==> src/rtl/instr_fetch.sv <==
// instr_fetch: ROM-side fetch unit with a 2-entry prefetch queue, branch redirect and optional halt detection (HALT_DETECT_EN)
module instr_fetch #(
    parameter int         DEPTH   = 2,
    parameter logic [3:0] HALT_OP = 4'h7
) (
    input  logic        CLK,
    input  logic        RST_N,
    output logic [7:0]  rom_addr,
    input  logic [15:0] rom_q,
    output logic [15:0] instr,
    output logic [7:0]  instr_pc,
    output logic        instr_valid,
    input  logic        instr_ready,
    input  logic        branch_valid,
    input  logic [7:0]  branch_target,
    output logic        halted
);
`ifdef HALT_DETECT_EN
    localparam bit HALT_EN = 1'b1;
`else
    localparam bit HALT_EN = 1'b0;
`endif
    logic        inflight;
    logic [7:0]  inflight_pc;
    logic [15:0] q_instr [2];
    logic [7:0]  q_pc [2];
    logic [1:0]  count;
    logic [1:0]  next_count;
    logic        push, pop, issue, halt_push, wr_idx;
    assign instr_valid = count != 2'd0;
    assign instr       = q_instr[0];
    assign instr_pc    = q_pc[0];
    // Credit check: issue only if the word it produces is guaranteed a free slot
    always_comb begin
        pop        = instr_valid & instr_ready;
        push       = inflight & ~branch_valid;
        next_count = count + {1'b0, push} - {1'b0, pop};
        issue      = ~branch_valid & ~halted & (int'(next_count) < DEPTH);
        halt_push  = HALT_EN & push & (rom_q[15:12] == HALT_OP);
        wr_idx     = count[1] | (count[0] & ~pop);
    end
    // Fetch address and in-flight tracking; the word behind a halt is discarded
    always_ff @(posedge CLK or negedge RST_N) begin
        if (!RST_N) begin
            rom_addr    <= 8'h00;
            inflight    <= 1'b0;
            inflight_pc <= 8'h00;
        end else if (branch_valid) begin
            rom_addr <= branch_target;
            inflight <= 1'b0;
        end else begin
            inflight <= issue & ~halt_push;
            if (issue) begin
                inflight_pc <= rom_addr;
                rom_addr    <= rom_addr + 8'd1;
            end
        end
    end
    // Shift-style FIFO: head lives in slot 0, a push into slot 0 overrides the shift
    always_ff @(posedge CLK or negedge RST_N) begin
        if (!RST_N) begin
            q_instr <= '{default: '0};
            q_pc    <= '{default: '0};
            count   <= 2'd0;
        end else if (branch_valid) begin
            count <= 2'd0;
        end else begin
            if (pop) begin
                q_instr[0] <= q_instr[1];
                q_pc[0]    <= q_pc[1];
            end
            if (push) begin
                q_instr[wr_idx] <= rom_q;
                q_pc[wr_idx]    <= inflight_pc;
            end
            count <= next_count;
        end
    end
    // Halt flag is set by a queued halt word and cleared only by a redirect
    always_ff @(posedge CLK or negedge RST_N) begin
        if (!RST_N)
            halted <= 1'b0;
        else if (branch_valid)
            halted <= 1'b0;
        else if (halt_push)
            halted <= 1'b1;
    end
endmodule

==> config.mk <==
export PLATFORM = sky130hd
export DESIGN_NAME = instr_fetch
export DESIGN_NICKNAME = d
export VERILOG_FILES = /design/src/rtl/instr_fetch.sv
export SDC_FILE = /design/constraint.sdc
export NUM_CORES = 1
export LEC_CHECK = 0
export ABC_AREA = 1
export BUFFER_PORTS_ARGS = -buffer_cell sky130_fd_sc_hd__buf_2
export CORE_AREA = 4 4 99 101
export DETAILED_ROUTE_END_ITERATION = 8
export DIE_AREA = 0 0 103 105
export PLACE_DENSITY = 0.58
export SYNTH_ARGS = -nofsm -noshare
export SYNTH_HDL_FRONTEND = slang
export SYNTH_SLANG_ARGS = --single-unit
==> constraint.sdc <==
create_clock -name CLK -period 4.8 [get_ports CLK]
set_input_delay 0.96 -clock CLK [delete_from_list [all_inputs] [get_ports CLK]]
set_output_delay 0.96 -clock CLK [all_outputs]
set_load 0.02 [all_outputs]
==> results.tsv, run 1 <==
stage	metric	value	unit
clock_network	cts_max_level	3	
grt	grt_usage	14.8	%
synthesis	yosysSeqAreaShare	47.8	%
clock_network	cts.reportedPaths.clkPinSlew	0.07	ns
timing	setup_viol	0	
synthesis	synth_fp_nets	434	
route	num_vias	2649	
outcome	outcome	complete, no violations	
floorplanning	dieArea	10800	um^2
route	via_per_inst	4.80	
synthesis	yosys.area.top_type	dfrtp_1	
synthesis	synth.avg_cell_area	8.69	um^2
grt	grt_max_degree	49	
placement	io_buffers	60	
worst_setup_path	critPathLaunchType	input port	
timing	max_slew_margin	34.5	%
floorplanning	io_pins	62	
timing	rsz0062_at_grt	no	
power	p_per_area	657	nW/um^2
route	ant_nets	0	
floorplanning	core_area	9020	um^2
synthesis	synth_cell_type_count	28	
clock_network	cts_sinks	67	
route	first_pass_iters	4	
power	p_leak	1.97	nW
synthesis	synth_edf_count	0	
timing	skew	0.00912	ns
floorplanning	placementRows	35	
floorplanning	initial_utilization	38.9	%
grt	grt_remaining_overflow	0	
synthesis	synth.area.top_cells	dfrtp_1 (48%), nand2_1 (12%), mux2_2 (7.7%), buf_4 (5.6%), nand3_1 (5.4%)	
timing	hold_viol	0	
grt	grt_pass1_wl	12800	um
cells_and_area	antenna_cells	0	
synthesis	synth_commonest_cells	nand2_1 (113), dfrtp_1 (67), nand3_1 (38)	
timing	period_share	47.7	%
cells_and_area	layout-drive-gt1-share	26.8	%
timing	setup_tns	0	ns
worst_setup_path	regToRegSetupSlack	2.67	ns
cells_and_area	fin_nets	466	
power	peakVddDrop	0.000276	V
worst_setup_path	crit_fanout	27	
synthesis	async_flop_share	100	%
cells_and_area	final_cells	552	
route	route.detailed.drc	0	
synthesis	synth_flop_cell	dfrtp_1	
synthesis	netlist_instances	404	
placement	gp_congestion	0.787	
clock_network	ctsHoldBuffers	0	
timing	tightestPinTransition	0.983	ns
clock_network	ctsResizeCount	0	
worst_setup_path	cp-end-kind	flop	
clock_network	cts_buffers	9	
clock_network	worstSkewPairLatency	0.33	ns
clock_network	post_cts_buffers	0	
power	p_total	2.54	mW
route	drt_iter0_markers	121	
cells_and_area	area_growth	10.1	%
cells_and_area	fillers	906	
synthesis	yosysMostFrequentCell	nand2_1	
clock_network	clock_path_buffers	2	
worst_setup_path	critical_path_class	input port to flop	
synthesis	synth_top_area_share	47.8	%
synthesis	synth.cell_area	3510	um^2
clock_network	cts_root_buffer	clkbuf_8	
synthesis	synth_seq_cells	67	
synthesis	ys_warn_count	0	
worst_hold_path	min_path_type	flop to flop	
route	drt_wl_total	7210	um
worst_setup_path	arrival	2.52	ns
clock_network	cts_tree	done	
placement	dp.cells	536	
timing	max_freq	437	MHz
job	drv_cap	0	
grt	antenna_found_initial	0	
worst_setup_path	critPathRequiredTime	5.03	ns
floorplanning	die_w	103	um
timing	period_needed	2.29	ns
route	wl_per_cell	13.1	um
placement	dp_hpwl	4900	um
floorplanning	die_h	105	um
grt	grt_pass1_vias	2755	
timing	slew_violations	0	
==> final cells by class <==
cell class,count,area (um^2),share of cell area [%]
clock buffer,14,163,4.21
multi-input combinational,259,1420,36.8
tap,111,139,3.59
clock inverter,2,10.0,0.259
timing repair buffer,62,315,8.16
inverter,37,139,3.59
sequential,67,1680,43.4
==> power by group <==
part	leakage (nW)	internal, mW	switching [mW]
logic	1.08	0.427	0.676
clock network	0.0905	0.215	0.203
registers	0.799	0.839	0.179
==> placed cells by master (no fill, tap or decap), drive strengths merged, types with 3 or more instances in the layout <==
cell type  count
nor2           7
nand4          8
inv           37
or2           24
mux2          24
dfrtp         67
buf           62
nand3         41
nand2        120
o21ai         27
xnor2          3
clkbuf        14
==> logic make-up after synthesis <==
| family | after synthesis | share of synthesized area, % |
|---|---|---|
| AO/OA/AOI/OAI | 29 | 4.38 |
| adder cells (fa/ha/maj) | 2 | 0.713 |
| flip-flops | 67 | 47.8 |
| other | 1 | 0.107 |
| XOR/XNOR | 3 | 0.749 |
| AND/OR/NAND/NOR | 200 | 26.9 |
| buffers and inverters | 78 | 11.7 |
| multiplexers | 24 | 7.70 |
==> path summary, 6_finish.rpt <==
| check | startpoint | endpoint | depth (start not counted) |
|---|---|---|---|
| worst max register to register | count[1] | rom_addr[4] | 15 |
| worst min register to register | inflight_pc[6] | inflight_pc[6] | 2 |
| worst min-delay path | inflight_pc[6] | inflight_pc[6] | 2 |
| max in group asynchronous | RST_N | asynchronous set/reset pin | 2 |
| worst max-delay path | instr_ready | rom_addr[4] | 14 |
| min in group asynchronous | RST_N | instr[2] | 1 |
==> stage by stage <==
step                area, um^2  hold slack, ns  util [%]  setup slack, ns
floorplan                 3510           0.460         -             2.48
global placement          3690           0.481      40.9             2.19
detailed placement        3690           0.481      40.9             2.14
CTS                       3870           0.499      42.9             2.51
global route              3870           0.515      42.9             2.28
finish                    3870           0.492      42.9             2.51
==> worst max-delay path, cell delays in order <==
cell and delay [ns]:
buf_2 0.12, nand2_2 0.35, nand2_1 0.09, nand2_1 0.08
ha_1 0.16, inv_1 0.04, nand2_1 0.05, nand2_1 0.06
inv_1 0.09, nand2_4 0.10, nand2_4 0.14, nand2_4 0.10
nand2_1 0.10, nand2_1 0.05
==> per-layer routing <==
layer	global-route usage, %	wire length (um)	vias to the layer above
met3	2.74	328	6
li1	-	-	1331
met4	5.83	81	0
met5	0	0	-
met1	19.8	3350	1251
met2	23.3	3460	61
No activity file was read; power rests on OpenSTA's default activity.
==> run 2: changes to the inputs <==
--- a/config.mk
+++ b/config.mk
@@ -10,7 +10,7 @@
 export CORE_AREA = 4 4 99 101
 export DETAILED_ROUTE_END_ITERATION = 8
 export DIE_AREA = 0 0 103 105
-export PLACE_DENSITY = 0.58
+export PLACE_DENSITY = 0.6
 export SYNTH_ARGS = -nofsm -noshare
 export SYNTH_HDL_FRONTEND = slang
 export SYNTH_SLANG_ARGS = --single-unit
==> constraint.sdc (replaced) <==
create_clock -name CLK -period 1.9 [get_ports CLK]
set_input_delay 0.38 -clock CLK [delete_from_list [all_inputs] [get_ports CLK]]
set_output_delay 0.38 -clock CLK [all_outputs]
set_load 0.02 [all_outputs]
==> run 2 against run 1 <==
  * Register-to-register slack got worse by 2.5 ns
  * Cell area rose by 3.3%
  * Sequential cell count did not move
  * Non-clock buffer count rose by 9
  * Clock power rose to 2.8 times the previous value
  * Global-route usage fell by 0.21 points
  * Final cell count rose by 1.4%
  * Routed wire length fell by 1.7%
  * First-iteration DRC count fell by 5.0%
  * Combinational power rose to 2.6 times the previous value
  * Sequential power rose to 2.5 times the previous value
  * Die area did not move
  * Critical path type is now flop to flop
  * Critical endpoint is now rom_addr[7]
==> results.tsv, run 2 (same netlist as run 1, synthesis figures left out) <==
stage	metric	value	unit	change
outcome	outcome	complete, no violations		
clock_network	cts_root_buffer	clkbuf_8		
timing	max_freq	574	MHz	
clock_network	cts_buffers	9		unchanged
route	drt_iter0_markers	115		-5.0%
worst_setup_path	critical_path_class	flop to flop		
timing	slew_violations	0		unchanged
power	p_leak	2.03	nW	+3.4%
clock_network	cts_sinks	67		unchanged
timing	hold_viol	0		unchanged
worst_setup_path	critPathRequiredTime	2.13	ns	-2.90 ns
grt	grt_remaining_overflow	0		unchanged
cells_and_area	layout_common_cells	nand2_1 (113), dfrtp_1 (67), buf_2 (60), nand3_1 (38), inv_1 (34)		
floorplanning	dieArea	10800	um^2	unchanged
floorplanning	core_area	9020	um^2	unchanged
route	ant_nets	0		unchanged
grt	grt_pass1_vias	2624		-4.8%
route	route.detailed.drc	0		unchanged
grt	grt_usage	14.6	%	-0.21 points
timing	holdWs	0.0456	ns	-0.447 ns
clock_network	cts_max_level	3		unchanged
grt	antenna_found_initial	0		unchanged
placement	dp.cells	543		+1.3%
floorplanning	die_h	105	um	unchanged
worst_setup_path	crit_fanout	9		-67%
grt	grt_max_degree	68		+39%
timing	max_slew_margin	43.6	%	+9.1 points
placement	dp_hpwl	4710	um	-3.9%
route	wl_met1	3380	um	+1.0%
timing	setup_tns	0	ns	unchanged
clock_network	worstSkewPairLatency	0.34	ns	about the same
cells_and_area	layout-drive-gt1-share	28.3	%	+1.5 points
timing	skew	0.00706	ns	-0.00206 ns
worst_setup_path	cp-end-kind	flop		
clock_network	ctsHoldBuffers	0		unchanged
worst_setup_path	arrival	1.97	ns	-0.55 ns
timing	period_share	91.6	%	
route	wl_per_cell	12.7	um	-3.2%
clock_network	cts_tree	done		
job	drv_cap	0		unchanged
power	p_per_area	1660	nW/um^2	+150%
floorplanning	die_w	103	um	unchanged
cells_and_area	antenna_cells	0		unchanged
placement	io_buffers	60		unchanged
route	num_vias	2612		-1.4%
cells_and_area	stdcell_area	3990	um^2	+3.3%
floorplanning	io_pins	62		unchanged
grt	grt_pass1_wl	12500	um	-2.5%
floorplanning	placementRows	35		unchanged
cells_and_area	final_common_cell	nand2_1		
cells_and_area	fin_nets	475		+1.9%
cells_and_area	final_cells	560		+1.4%
power	peakVddDrop	0.000566	V	+110%
worst_hold_path	min_path_type	input port to asynchronous set/reset pin		
placement	gp_congestion	0.772		-1.9%
cells_and_area	seqCellArea	1680	um^2	unchanged
clock_network	cts.reportedPaths.clkPinSlew	0.07	ns	about the same
route	met2WireLength	3220	um	-6.9%
clock_network	clock_path_buffers	2		unchanged
timing	setup_viol	0		unchanged
route	first_pass_iters	4		unchanged
cells_and_area	fillers	912		+0.66%
worst_setup_path	critPathLaunchType	flop		
floorplanning	initial_utilization	38.9	%	unchanged
route	dr.max_layer_used	met4		
cells_and_area	area_growth	13.7	%	
route	dr_wl_met3	431	um	+31%
route	drt_wl_total	7090	um	-1.7%
placement	place_area	3780	um^2	+2.2%
route	via_per_inst	4.66		-2.8%
timing	tightestPinTransition	0.846	ns	-0.136 ns
timing	rsz0062_at_grt	yes		
cells_and_area	multi_input_area	1440	um^2	+0.88%
timing	period_needed	1.74	ns	
-- run 2: metal layers --
layer | up-vias | track usage, %
li1 | 1348 | -
met3 | 6 | 4.34
met4 | 0 | 4.44
met1 | 1208 | 19.8
met5 | - | 0
met2 | 50 | 22.3
-- run 2: power breakdown --
part / total, mW / switching, mW / internal [mW]
sequential: 2.57 / 0.447 / 2.12
combinational: 2.88 / 1.72 / 1.16
clock: 1.18 / 0.508 / 0.670
-- run 2: path summary, 6_finish.rpt --
kind                          start  depth (start not counted)  slack [ns]                         end
setup / recovery           count[1]                         15        0.16                 rom_addr[7]
hold / removal                RST_N                          2        0.05  asynchronous set/reset pin
setup reg to reg           count[1]                         15        0.16                 rom_addr[7]
hold reg to reg                flop                          1        0.50                        flop
max in group asynchronous     RST_N                          2        1.55                    instr[9]
min in group CLK           rom_q[7]                          2        0.28                        flop
-- run 2: critical path, cell delays in order (launching register included) --
cell     delay [ns]
dfrtp_1        0.39
inv_2          0.08
nand2_2        0.09
nand2_4        0.09
nand2_1        0.05
nand2_1        0.06
ha_1           0.16
inv_1          0.04
nand2_1        0.05
nand2_1        0.07
inv_1          0.09
nand2_4        0.08
nand2_4        0.12
nand2_4        0.10
nand2_1        0.10
nand2_1        0.05
-- run 2: layout make-up --
class / instances / share of cell area (%)
Sequential cell: 67 / 42.0
Timing Repair Buffer: 71 / 10.2
Multi-Input combinational cell: 259 / 36.0
Clock buffer: 13 / 3.98
Inverter: 37 / 3.48
Tap cell: 111 / 3.48
Clock inverter: 2 / 0.877
-- run 2: per-stage QoR --
step | util, % | worst slack [ns] | power [mW]
2_1_floorplan | - | 0.0208 | 4.96
3_3_place_gp | 41.9 | 0.109 | 5.41
3_5_place_dp | 41.9 | 0.0393 | 5.48
4_1_cts | 44.0 | 0.130 | 6.69
5_1_grt | 44.3 | -0.00273 | 7.28
6_report | 44.3 | 0.159 | 6.63
-- run 2: timing repair --
action | 4_1_cts | 5_1_grt
setup buffers | 0 | 2
endpoints found under the hold margin | 0 | 0
gates resized for setup | 0 | 1
setup endpoints to repair | 0 | 21
==> run 3: changes to the inputs <==
--- a/config.mk
+++ b/config.mk
@@ -10,6 +10,7 @@
 export CORE_AREA = 4 4 99 101
 export DETAILED_ROUTE_END_ITERATION = 8
 export DIE_AREA = 0 0 103 105
+export GPL_TIMING_DRIVEN = 0
 export PLACE_DENSITY = 0.6
 export SYNTH_ARGS = -nofsm -noshare
 export SYNTH_HDL_FRONTEND = slang
==> run 3 against run 2 <==
  * Die area unchanged
  * Total power increased by 7.3%
  * Final cell count increased by 5.9%
  * Non-clock buffer count increased by 32
  * Sequential cell count unchanged
  * Global-route usage decreased by 0.16 points
  * Clock skew increased by 0.0047 ns
  * Largest cell class unchanged
  * Critical path depth unchanged
  * Cell area increased by 5.8%
  * Clock power increased by 8%
==> results.tsv, run 3 (same netlist as run 1, synthesis figures left out) <==
stage	metric	value	unit	change
outcome	outcome	complete, no violations		
worst_hold_path	min_path_type	input port to asynchronous set/reset pin		
clock_network	cts_buffers	9		unchanged
grt	grt.busiest_layer	met2		
grt	grt_util_met3	3.87	%	-0.47 points
cells_and_area	stdcell_area	4220	um^2	+5.8%
route	drt_wl_total	7260	um	+2.5%
worst_setup_path	arrival	1.97	ns	about the same
floorplanning	placementRows	35		unchanged
power	clkPwrFrac	17.8	%	about the same
cells_and_area	antenna_cells	0		unchanged
worst_setup_path	crit_chain	inv_1 > nand2_4 > nand2_8 > nand2_1 > nand2_1 > ha_1 > inv_1 > nand2_1 > nand2_2 > inv_2 > nand2_4 > nand2_8 > nand2_4 > nand2_1 > nand2_1		
clock_network	cts.reportedPaths.clkPinSlew	0.07	ns	about the same
cells_and_area	layout-drive-gt1-share	32.0	%	+3.7 points
clock_network	cts_tree	done		
timing	setup_tns	0	ns	unchanged
worst_setup_path	regToRegSetupSlack	0.16	ns	about the same
floorplanning	io_pins	62		unchanged
power	internal_power	4.32	mW	+9.1%
floorplanning	initial_utilization	38.9	%	unchanged
route	first_pass_iters	4		unchanged
power	peakVddDrop	0.000724	V	+28%
clock_network	cts_sinks	67		unchanged
cells_and_area	multi_input_area	1470	um^2	+2.1%
route	wl_per_cell	12.2	um	-3.2%
grt	antenna_found_initial	0		unchanged
floorplanning	die_w	103	um	unchanged
clock_network	worstSkewPairLatency	0.33	ns	about the same
floorplanning	die_h	105	um	unchanged
timing	period_needed	1.74	ns	+0.00114 ns
grt	grt_max_degree	68		unchanged
cells_and_area	seqCellArea	1680	um^2	unchanged
clock_network	cts_root_buffer	clkbuf_8		
worst_setup_path	crit_buf_inv	3		unchanged
timing	skew	0.0118	ns	+0.00473 ns
timing	max_freq	574	MHz	about the same
power	pwr-share-comb	46.0	%	+2.5 points
grt	gr-usage-met2	21.7	%	-0.60 points
grt	grt_pass1_vias	2669		+1.7%
cells_and_area	final_common_cell	nand2_1		
timing	period_share	91.7	%	about the same
power	pwr-share-seq	36.1	%	-2.7 points
clock_network	cts_max_level	3		unchanged
placement	dp_hpwl	5240	um	+11%
worst_setup_path	cpPeakStageDelay	0.39	ns	about the same
timing	max_slew_margin	45.4	%	+1.8 points
power	p_total	7.11	mW	+7.3%
grt	grt_remaining_overflow	0		unchanged
power	p_per_area	1680	nW/um^2	+1.4%
clock_network	clock_path_buffers	2		unchanged
worst_setup_path	slowest_stage	dfrtp_1		
power	p_leak	2.15	nW	+5.8%
route	route.detailed.drc	0		unchanged
power	p_sw	2.79	mW	+4.6%
worst_setup_path	cpMostUsedCell	nand2_1		
timing	slew_violations	0		unchanged
timing	hold_viol	0		unchanged
cells_and_area	fillers	932		+2.2%
floorplanning	dieArea	10800	um^2	unchanged
route	ant_nets	0		unchanged
worst_setup_path	cp-end-kind	flop		
worst_setup_path	critPathRequiredTime	2.13	ns	about the same
worst_setup_path	timing.rr.start	count[0]		
job	drv_cap	0		unchanged
timing	tightestPinTransition	0.819	ns	-0.0271 ns
clock_network	ctsHoldBuffers	0		unchanged
power	sw_frac_of_total	39.3	%	-1.0 points
route	via_per_inst	4.62		-0.97%
worst_setup_path	critPathLaunchType	flop		
grt	grt_pass1_wl	12500	um	+0.11%
cells_and_area	area_growth	20.3	%	
route	num_vias	2739		+4.9%
placement	gp_congestion	0.768		-0.58%
placement	place_area	3960	um^2	+4.8%
worst_setup_path	startpoint	count[0]		
grt	grt_usage	14.4	%	-0.16 points
grt	met1_usage	20.0	%	+0.24 points
cells_and_area	fin_nets	507		+6.7%
cells_and_area	layout_common_cells	nand2_1 (112), dfrtp_1 (67), buf_2 (61), nand3_1 (38), inv_1 (33)		
worst_setup_path	critical_path_class	flop to flop		
placement	io_buffers	60		unchanged
route	drt_iter0_markers	69		-40%
worst_setup_path	cp_top_family	simple AND/OR/NAND/NOR gates		
worst_setup_path	crit_fanout	10		+1
timing	setup_viol	0		unchanged
floorplanning	core_area	9020	um^2	unchanged
-- run 3: per-stage QoR --
step / hold slack [ns] / utilization, % / setup WS, ns / instances
after floorplan: 0.0844 / - / 0.0208 / 404
after global placement: 0.481 / 43.9 / -0.148 / 575
after detailed placement: 0.486 / 43.9 / -0.188 / 575
after CTS: 0.171 / 46.3 / 0.00000866 / 590
after global routing: 0.201 / 46.8 / -0.00845 / 593
final: 0.143 / 46.8 / 0.158 / 593
-- run 3: path summary, 6_finish.rpt --
kind	end	depth (start not counted)
worst max-delay path	rom_addr[5]	15
worst min-delay path	instr[3]	1
worst max register to register	rom_addr[5]	15
worst min register to register	inflight_pc[2]	2
max in group asynchronous	instr_pc[7]	1
min in group CLK	flop	2
-- run 3: routing by layer --
metal / vias up / wire (um)
met4: 0 / 81
met3: 9 / 379
li1: 1411 / -
met1: 1267 / 3390
met5: - / 0
met2: 52 / 3410
-- run 3: timing repair --
item | CTS | global route
pin swaps | 0 | 2
setup endpoints to repair | 18 | 17
buffers inserted | 0 | 3
resized for setup | 2 | 5
-- run 3: final cells by class --
cell class / count / share of cell area [%]
multi-input cells: 259 / 34.7
clock buffers: 11 / 3.11
well taps: 111 / 3.29
clock inverters: 5 / 1.84
inverters: 37 / 3.29
flip-flops and latches: 67 / 39.7
plain buffers: 40 / 6.34
repair buffers: 63 / 7.70
-- run 3: worst register-to-register path: cells and delay by family (launching register included) --
kind / cells / cell delay, ns
and+or+nand+nor: 11 / 0.88
DFF: 1 / 0.39
buffers and inverters: 3 / 0.22
adders and majority gates: 1 / 0.15
-- run 3: power by group through the flow --
stage	clock network (mW)	registers (mW)	logic, mW
after floorplan	0	2.57	2.38
after global placement	0	2.57	3.16
after detailed placement	0	2.60	3.22
after CTS	1.30	2.57	3.25
after global routing	1.37	2.68	3.69
final	1.27	2.57	3.27
